$ cat src/rtl/rng_pkg.sv
// Shared constants and helpers for the RNG post-processing block.
package rng_pkg;

    localparam int ROT_Y             = 11;
    localparam int ROT_Z             = 21;
    localparam int DECIM_DEFAULT     = 8;
    localparam int DEPTH_DEFAULT     = 4;
    localparam int REP_LIMIT_DEFAULT = 4;
    localparam int DROP_CNT_W        = 16;

    typedef logic [31:0] word_t;

    // 32-bit rotate-left; n is a small constant in every use.
    function automatic word_t rotl32(input word_t v, input int unsigned n);
        return (v << n) | (v >> (32 - n));
    endfunction

endpackage

$ cat src/rtl/rng_fifo.sv
// Power-of-two FIFO with occupancy count; rdata_o reads 0 while empty.
module rng_fifo #(
    parameter  int WIDTH = 32,
    parameter  int DEPTH = 4,
    localparam int AW    = $clog2(DEPTH)
) (
    input  logic             clk_i,
    input  logic             rst_ni,
    input  logic             push_i,
    input  logic             pop_i,
    input  logic [WIDTH-1:0] wdata_i,
    output logic [WIDTH-1:0] rdata_o,
    output logic             full_o,
    output logic             empty_o,
    output logic [AW:0]      level_o
);

    logic [WIDTH-1:0] mem [DEPTH];
    logic [AW-1:0]    wr_ptr;
    logic [AW-1:0]    rd_ptr;
    logic [AW:0]      level;
    logic             do_push;
    logic             do_pop;

    assign full_o  = (level == (AW+1)'(DEPTH));
    assign empty_o = (level == '0);
    assign do_pop  = pop_i && !empty_o;
    // A push into a full FIFO is legal only when the head leaves in the same cycle.
    assign do_push = push_i && (!full_o || do_pop);

    // Pointer and occupancy bookkeeping; pointers wrap naturally at DEPTH.
    always_ff @(posedge clk_i) begin
        // NOTE: clocked state uses non-blocking '<=' so every register samples pre-edge values.
        if (!rst_ni) begin
            wr_ptr <= '0;
            rd_ptr <= '0;
            level  <= '0;
        end else begin
            if (do_push) wr_ptr <= wr_ptr + 1'b1;
            if (do_pop)  rd_ptr <= rd_ptr + 1'b1;
            case ({do_push, do_pop})
                2'b10:   level <= level + 1'b1;
                2'b01:   level <= level - 1'b1;
                default: level <= level;
            endcase
        end
    end

    // Storage array write port.
    always_ff @(posedge clk_i) begin
        // NOTE: the array is deliberately not reset; level gates every read, so stale words are never visible.
        if (do_push) mem[wr_ptr] <= wdata_i;
    end

    assign rdata_o = empty_o ? '0 : mem[rd_ptr];
    assign level_o = level;

endmodule

$ cat src/rtl/rng_postproc.sv
// Decimates a chaotic generator's state into whitened 32-bit words,
// runs a repetition health test and buffers accepted words in a FIFO.
module rng_postproc
    import rng_pkg::*;
#(
    parameter int DECIM     = DECIM_DEFAULT,
    parameter int DEPTH     = DEPTH_DEFAULT,
    parameter int REP_LIMIT = REP_LIMIT_DEFAULT
) (
    input  logic                    clk_i,
    input  logic                    rst_ni,
    input  logic                    en_i,
    input  logic                    clr_i,
    input  logic [31:0]             x_i,
    input  logic [31:0]             y_i,
    input  logic [31:0]             z_i,
    output logic [31:0]             data_o,
    output logic                    valid_o,
    input  logic                    ready_i,
    output logic [$clog2(DEPTH):0]  level_o,
    output logic                    fail_o,
    output logic                    overflow_o,
    output logic [DROP_CNT_W-1:0]   drop_cnt_o
);

    localparam int CNT_W = $clog2(DECIM);
    localparam int REP_W = $clog2(REP_LIMIT + 1);

    logic [CNT_W-1:0] cnt;
    logic             strobe;
    word_t            raw;
    word_t            prev_raw;
    logic [REP_W-1:0] rep_cnt;
    logic [REP_W-1:0] rep_next;
    logic             trip;
    logic             accept;
    logic             pop;
    logic             push;
    logic             drop;
    logic             full;
    logic             empty;

    assign strobe = en_i && (cnt == CNT_W'(DECIM - 1));
    assign raw    = x_i ^ rotl32(y_i, ROT_Y) ^ rotl32(z_i, ROT_Z);

    // Sample-period counter: free-runs while enabled, parked at 0 otherwise.
    always_ff @(posedge clk_i) begin
        if (!rst_ni || !en_i) begin
            cnt <= '0;
        end else if (cnt == CNT_W'(DECIM - 1)) begin
            cnt <= '0;
        end else begin
            cnt <= cnt + 1'b1;
        end
    end

    // Next repetition count for the current raw word, saturating at REP_LIMIT.
    always_comb begin
        // NOTE: default assigned first so no path leaves rep_next unassigned (no latch).
        rep_next = REP_W'(1);
        if (raw == prev_raw) begin
            rep_next = (rep_cnt == REP_W'(REP_LIMIT)) ? rep_cnt : rep_cnt + 1'b1;
        end
    end

    // The tripping sample and everything after it stay out of the FIFO.
    assign trip   = strobe && (rep_next == REP_W'(REP_LIMIT));
    assign accept = strobe && !fail_o && !trip;
    assign pop    = valid_o && ready_i;
    assign push   = accept && (!full || pop);
    assign drop   = accept && full && !pop;

    // Health test state, sticky flags and saturating drop counter; clr_i wins over sets.
    always_ff @(posedge clk_i) begin
        if (!rst_ni) begin
            prev_raw   <= '0;
            rep_cnt    <= '0;
            fail_o     <= 1'b0;
            overflow_o <= 1'b0;
            drop_cnt_o <= '0;
        end else begin
            if (strobe) begin
                prev_raw <= raw;
                rep_cnt  <= rep_next;
            end
            if (trip) fail_o <= 1'b1;
            if (drop) begin
                overflow_o <= 1'b1;
                if (drop_cnt_o != '1) drop_cnt_o <= drop_cnt_o + 1'b1;
            end
            if (clr_i) begin
                fail_o     <= 1'b0;
                overflow_o <= 1'b0;
                rep_cnt    <= '0;
            end
        end
    end

    rng_fifo #(
        .WIDTH (32),
        .DEPTH (DEPTH)
    ) u_fifo (
        .clk_i   (clk_i),
        .rst_ni  (rst_ni),
        .push_i  (push),
        .pop_i   (pop),
        .wdata_i (raw ^ prev_raw),
        .rdata_o (data_o),
        .full_o  (full),
        .empty_o (empty),
        .level_o (level_o)
    );

    assign valid_o = !empty;

endmodule

$ cat config.mk
export PLATFORM = sky130hd
export DESIGN_NAME = rng_postproc
export DESIGN_NICKNAME = d
export VERILOG_FILES = /design/src/rtl/rng_pkg.sv /design/src/rtl/rng_fifo.sv /design/src/rtl/rng_postproc.sv
export SDC_FILE = /design/constraint.sdc
export NUM_CORES = 1
export LEC_CHECK = 0
export CORE_AREA = 5 5 132 134
export CTS_BUF_LIST = sky130_fd_sc_hd__clkbuf_16
export CTS_CLUSTER_DIAMETER = 50
export CTS_CLUSTER_SIZE = 10
export DETAILED_ROUTE_END_ITERATION = 10
export DIE_AREA = 0 0 137 139
export PLACE_DENSITY = 0.92
export SLEW_MARGIN = 20
export SYNTH_ARGS = -nofsm -noshare
export SYNTH_HDL_FRONTEND = slang
export SYNTH_SLANG_ARGS = --single-unit
$ cat constraint.sdc
create_clock -name clk_i -period 9.65 [get_ports clk_i]
set_clock_uncertainty 0.15 [all_clocks]
set_input_delay 1.4475 -clock clk_i [delete_from_list [all_inputs] [get_ports clk_i]]
set_output_delay 1.4475 -clock clk_i [all_outputs]
set_load 0.01 [all_outputs]
## Word level (Yosys, flattened, before mapping)

Memory sizes are Yosys's and may differ from the RTL's. A register that Yosys moved wholly into a read port is not among the register bits.
Cells that the tools add are included.

- Memories: 1
- Input bits: 101
- Logic and storage cells: 64
- Register bits: 63
- Bits in writable memories: 128

- Bitwise logic cells: 6
- Muxes and demuxes: 8
- Add/sub/neg operators: 7
- Eq/ne operators: 8
- Reductions and logical operators: 25

Memory list:

| memory | words | bits a word | read ports | clocked after Yosys merged registers in | wr ports | line | source |
|---|---|---|---|---|---|---|---|
| u_fifo.mem | 4 | 32 | 1 | 1 | 1 | rng_fifo.sv:18 | `logic [WIDTH-1:0] mem [DEPTH];` |

Operator list:

| operator | number |
|---|---|
| $xor 32x32->32 | 3 |
| $eq 32x32->1 | 1 |
| $mux 32 | 1 |
| $or 32x11->32 | 1 |
| $or 32x21->32 | 1 |
| $add 16x1->16 const B | 1 |
| $ne 16x16->1 const B | 1 |
| $eq 3x3->1 const B | 4 |
| $logic_and 1x1->1 | 10 |
| $add 3x1->3 const B | 3 |
| $logic_not 1->1 | 7 |
| $mux 3 | 2 |
| $pmux 3 s2 | 1 |
| $add 2x1->2 const B | 2 |
| $mux 2 | 2 |
| $reduce_or 2->1 | 2 |
| $logic_not 3->1 | 1 |
| $logic_or 1x1->1 | 3 |
| $sub 3x1->3 const B | 1 |
| $eq 2x1->1 const B | 1 |
| $eq 2x2->1 const B | 1 |
| $mux 1 | 2 |
| $reduce_and 2->1 | 1 |
| $reduce_bool 2->1 | 1 |
| $not 1->1 | 1 |

## Logic depth before layout (Yosys ltp)

- Depth in word-level cells: 13
- Mapped depth: 15
- Depth with buffers taken out: 15

## By module

From an unflattened synthesis, not the netlist that was laid out.

- Cells, all modules: 623
- Area total of the unflattened synthesis: 8912.3 sq um

By module, submodules not included:

| module | area each (sq um) | instances | cells an instance | seq. area each (sq um) |
|---|---|---|---|---|
| rng_fifo | 5408.9 | 1 | 256 | 4023.9 |
| rng_postproc | 3503.4 | 1 | 367 | 1121.1 |

## Worst setup path after synthesis

OpenSTA, ideal clock, no wires.

- Path type: input to register
- Start: input port y_i[16]
- End: memory u_fifo.mem[0][0], enable pin
- Setup slack: 5.311 ns
- Path buffers: 0
- Cell stages on the path: 7
- Arrival time: 3.797 ns
- Cells stage by stage: xnor3_1 xnor2_1 nor4_1 and4_4 a31o_4 nor2_1 and2_1

- Longest elaborated chain between the ends: 13

RTL lines:

| element | line | source |
|---|---|---|
| from (decl) | rng_postproc.sv:15 | `input logic [31:0] y_i,` |
| $or 32x11->32 | rng_pkg.sv:15 | `return (v << n) \| (v >> (32 - n));` |
| $xor 32x32->32 (2 in a row) | rng_postproc.sv:44 | `assign raw = x_i ^ rotl32(y_i, ROT_Y) ^ rotl32(z_i, ROT_Z);` |
| $eq 32x32->1 | rng_postproc.sv:61 | `if (raw == prev_raw) begin` |
| $mux 3 | rng_postproc.sv:61 |  |
| $eq 3x3->1 | rng_postproc.sv:67 | `assign trip = strobe && (rep_next == REP_W'(REP_LIMIT));` |
| $logic_and 1x1->1 | rng_postproc.sv:67 |  |
| $logic_not 1->1 | rng_postproc.sv:68 | `assign accept = strobe && !fail_o && !trip;` |
| $logic_and 1x1->1 | rng_postproc.sv:68 |  |
| $logic_and 1x1->1 | rng_postproc.sv:70 | `assign push = accept && (!full \|\| pop);` |
| $logic_and 1x1->1 | rng_fifo.sv:29 | `assign do_push = push_i && (!full_o \|\| do_pop);` |
| $mux 1 | rng_fifo.sv:52 | `if (do_push) mem[wr_ptr] <= wdata_i;` |
| $mux 1 (not written as such) | rng_fifo.sv:52 |  |
| to (decl) | rng_fifo.sv:18 |  |

Every way passes these cells.

## Worst setup path after layout

- Start: input port y_i[2]
- End: register u_fifo.level[2] (netlist: u_fifo.level_o[2])

- Longest elaborated chain between the ends: 13
- Elaborated cells on any way between the ends: 15
- Classes of those cells: eq/ne (4); mux (2); bitwise (3); reduce/logical (6)

RTL lines:

| element | line | source |
|---|---|---|
| $or 32x11->32 (*) | rng_pkg.sv:15 |  |
| $xor 32x32->32 (*) (2 in a row) | rng_postproc.sv:44 |  |
| $eq 32x32->1 (*) | rng_postproc.sv:61 |  |
| $mux 3 (*) | rng_postproc.sv:61 |  |
| $eq 3x3->1 (*) | rng_postproc.sv:67 |  |
| $logic_and 1x1->1 (*) | rng_postproc.sv:67 |  |
| $logic_not 1->1 (*) | rng_postproc.sv:68 |  |
| $logic_and 1x1->1 (*) | rng_postproc.sv:68 |  |
| $logic_and 1x1->1 (*) | rng_postproc.sv:70 |  |
| $logic_and 1x1->1 (*) | rng_fifo.sv:29 |  |
| $eq 2x1->1 or $eq 2x2->1 (tied branches) | rng_fifo.sv:41 | `case ({do_push, do_pop})` |
| $pmux 3 s2 or $reduce_bool 2->1 (tied branches) | n/a |  |
| to (signal assigned) | rng_fifo.sv:42 | `2'b10: level <= level + 1'b1;` |
| to (signal assigned) | rng_fifo.sv:43 | `2'b01: level <= level - 1'b1;` |
| to (signal assigned) | rng_fifo.sv:44 | `default: level <= level;` |
| to (decl) | rng_fifo.sv:21 | `logic [AW:0] level;` |

Mark *: on every way between the ends. The rest lies on a longest branch, timed or not.
A chain may end at the register's enable or synchronous reset.

==> results.md <==
- Share of the synthesized area in the top cell type: approximately 44%
- Synth warn: 0
- Num ports: approximately 160
- Main flop type after synthesis: edfxtp_1
- Rows: 47
- Post-synthesis adder-cell area fraction: around 1.7%
- Status: complete, no violations
- First-pass GRT wire length: 30,900 um
- Final Hold Viols: 0
- Initial Util: 53.8%
- Clock slew at reported path FFs: 0.06 ns
- Post-synthesis sequential area ratio: 59.1%
- Power density cells: between 150 and 200 nW/um2
- Post-CTS Setup Bufs: 0
- DIE WIDTH: ~140 um
- Routed wire per std cell: 19.3 um
- Post-Synthesis Cells: 620
- Initial antenna violation count: 2
- RSZ-0062 raised after global routing: false
- Max clock buf depth: 2
- Remaining DRCs: 0
- Slew HR: between 30 and 40%
- Max rail drop VDD: roughly 0.14 mV
- Total wire length: between 15,000 and 20,000 um
- Fin crit share: between 50 and 60%
- Static leakage: slightly below 0.004 uW
- Pre-CTS setup slack: approximately 4.3 ns
- Post-Syn Nets: 732
- CP Class: in2reg
- TritonCTS clock tree: yes
- Hold Crit Class: reg2reg
- Drt first pass iters: 5
- Critical path, cell by cell: clkdlybuf4s50_1 > xnor3_1 > xnor2_1 > nor4_1 > and4_4 > a31o_4 > nor2_1 > inv_1 > ha_1 > inv_1 > fa_1 > xor2_1 > or3_1 > a21oi_1
- Number of synthesized flops with an enable pin: between 100 and 150
- Crit start category: input pin
- Nets@finish: slightly below 900
- Slew of the pin with the lowest slew margin: around 0.90 ns
- Crit-path most repeated cell: inv_1
- Post-Synth XOR/XNOR Area: about an eighth
- Final min period: between 4 and 5 ns
- CP required: ~9.8 ns
- Total Die Area: 19,000 um2
- Ant. Diodes: 0
- # hold bufs at CTS: 0
- Clk sinks: around 190
- Final setup fails: 0
- Final ANT Viol Nets: 0
- Cell Area, Synth: approximately 8700 um2
- Pin count of the biggest net entering global routing: 68
- Synth Area in Simple Gates: a little under an eighth
- Final instance area: between 10,000 and 15,000 um2
- Mux share of post-synthesis cell area: under 10%
- Crit path max fanout: 8
- Cell taking the most area after synthesis: edfxtp_1
- Largest family of logic cells by synthesized area: XOR/XNOR gates
- CTS root buffer: clkbuf_16
- Critical Path Sink Type: flip-flop
- Area Growth Syn to Fin: 26.9%
- Via density: about 5.5
- Global placement routability congestion: ~0.79
- Async SR Flop Fraction: 0%
- Clock Latency Late Sink: about 0.43 ns
- DR iter-0 viols: 399
- Vias in the first global route: around 5,900
- Via count: around 5,600
- Worst Setup Slack, final: roughly 4.7 ns
- DIE HEIGHT: between 100 and 150 um
- Dpl hpwl: about 13,000 um
- Synthesis-stage register bit count: 193
- Setup TNS: 0 ns
- Arr. time, crit path: a little over 5 ns
- Max-cap violations: 0
- CP delay by family, top: simple AND/OR/NAND/NOR gates
- CP max-delay cell: clkdlybuf4s50_1
- Max Slew Vio Count: 0
- Placement Cell Area: approximately 10,000 um2
- CP max stage delay: ~0.50 ns
- Post-CTS sizing: 0
- Core footprint: around 16,000 um2
- Syn Area/Cell: ~14 um2
- Layout cells sized above 1: 10.1%
- Compound-Gate Fraction of Synth Area: 4.25%
- Dpl cells: slightly below 1,000
- Post-Layout Cell Count: 1,006
- GR Overflow Total: 0
- WP buf/inv: 3
- H-tree Lvls: 4
- Port Buffers: ~150
- Global Route Usage Sum: a little over a fifth
- Max Fclk: ~0.20 GHz
- TritonCTS Buffers: 17
- Largest cells by area after synthesis: edfxtp_1 (44%), dfxtp_1 (15%), mux4_2 (8.3%)
- Distinct cells, synth: between 40 and 50
stage by stage:
stage	power [uW]	hold slack, ns	util [%]
global route	1790	0.308	68.3
CTS	1740	0.292	68.3
detailed placement	1060	0.283	64.8
global placement	1060	0.276	64.8
floorplan	996	0.255	-
finish	1730	0.284	68.3
where the power goes:
group | switching (uW) | internal (uW) | total (uW) | leakage, uW
combinational | 65.2 | 82.1 | 147 | 0.00201
sequential | 0.196 | 898 | 899 | 0.00167
clock | 285 | 401 | 686 | 0.000290
final cells by class:
cell class / instances / area [um2]
clock buffers: 17 / 425
clock inverters: 15 / 151
fillers: 1088 / 5120
inverters: 20 / 75.1
multi-input cells: 383 / 3410
flip-flops and latches: 193 / 5150
well taps: 220 / 275
repair buffers: 158 / 1570
cell families (layout without fill, tap and decap cells):
family,count (synthesis),count (layout)
AOI/OAI and AO/OA,63,63
xor gates and xnor gates,68,68
adders and majority gates,11,11
buffers and inverters,44,210
DFF,193,193
muxes,42,42
and+or+nand+nor,199,199
path summary, 6_finish.rpt:
kind | cells after the start | start | slack [ns] | to
max | 14 | y_i[2] | 4.68 | u_fifo.level_o[2]
min | 1 | cnt[0] | 0.28 | cnt[0]
min reg2reg | 1 | cnt[0] | 0.28 | cnt[0]
max reg2reg | 15 | rep_cnt[0] | 5.99 | u_fifo.level_o[2]
cells in the final DEF, fill, tap and decap left out, types with 2 or more instances in the layout:
master and count:
and3_1 7, clkinv_1 3, nor2_1 78, nand2b_1 9, clkbuf_16 17, mux2i_1 10
buf_4 4, clkinv_2 5, inv_1 21, and2_2 4, nand3_1 9, mux4_2 32
nor3_1 2, o21ai_0 4, xor2_1 3, or4_1 2, or3_1 3, edfxtp_1 128
ha_1 10, nand2_1 19, nor4_1 8, and2_1 39, o21a_1 5, and4_1 7
xnor3_1 32, xnor2_1 33, a21oi_1 45, dfxtp_1 64, and4_4 2, nand4_1 4
bufinv_16 3, clkdlybuf4s50_1 154
synthesized netlist by cell type (all sizes together) (2+ instances only):
master	n
nor4	8
nand4	4
nand2	20
ha	10
xnor3	32
mux4	32
o21ai	4
nor3	2
and3	7
and4	9
xor2	3
mux2i	10
nand3	9
o21a	5
a31o	2
dfxtp	65
edfxtp	128
buf	5
a31oi	2
and2	43
a21oi	45
nand2b	9
nor2	78
inv	19
clkbuf	19
or4	2
or3	4
xnor2	33
sequential cells by signal, summed over array words and instances, names as in the netlist, named ones only:
| name | flops |
|---|---|
| prev_raw | 32 |
| u_fifo.wr_ptr | 2 |
| rep_cnt | 3 |
| fail_o | 1 |
| overflow_o | 1 |
| u_fifo.level_o | 3 |
| cnt | 3 |
| u_fifo.mem | 128 |
| u_fifo.rd_ptr | 2 |
| drop_cnt_o | 16 |
layer usage:
metal | GRT usage, % | share of wire [%] | vias up
met5 | 0 | 0.13 | -
met3 | 5.37 | 7.5 | 36
met1 | 25.7 | 38 | 2739
met2 | 36.2 | 52 | 225
li1 | - | - | 2571
met4 | 8.04 | 2.4 | 4
Note: power is estimated with default switching activity, not from simulation.
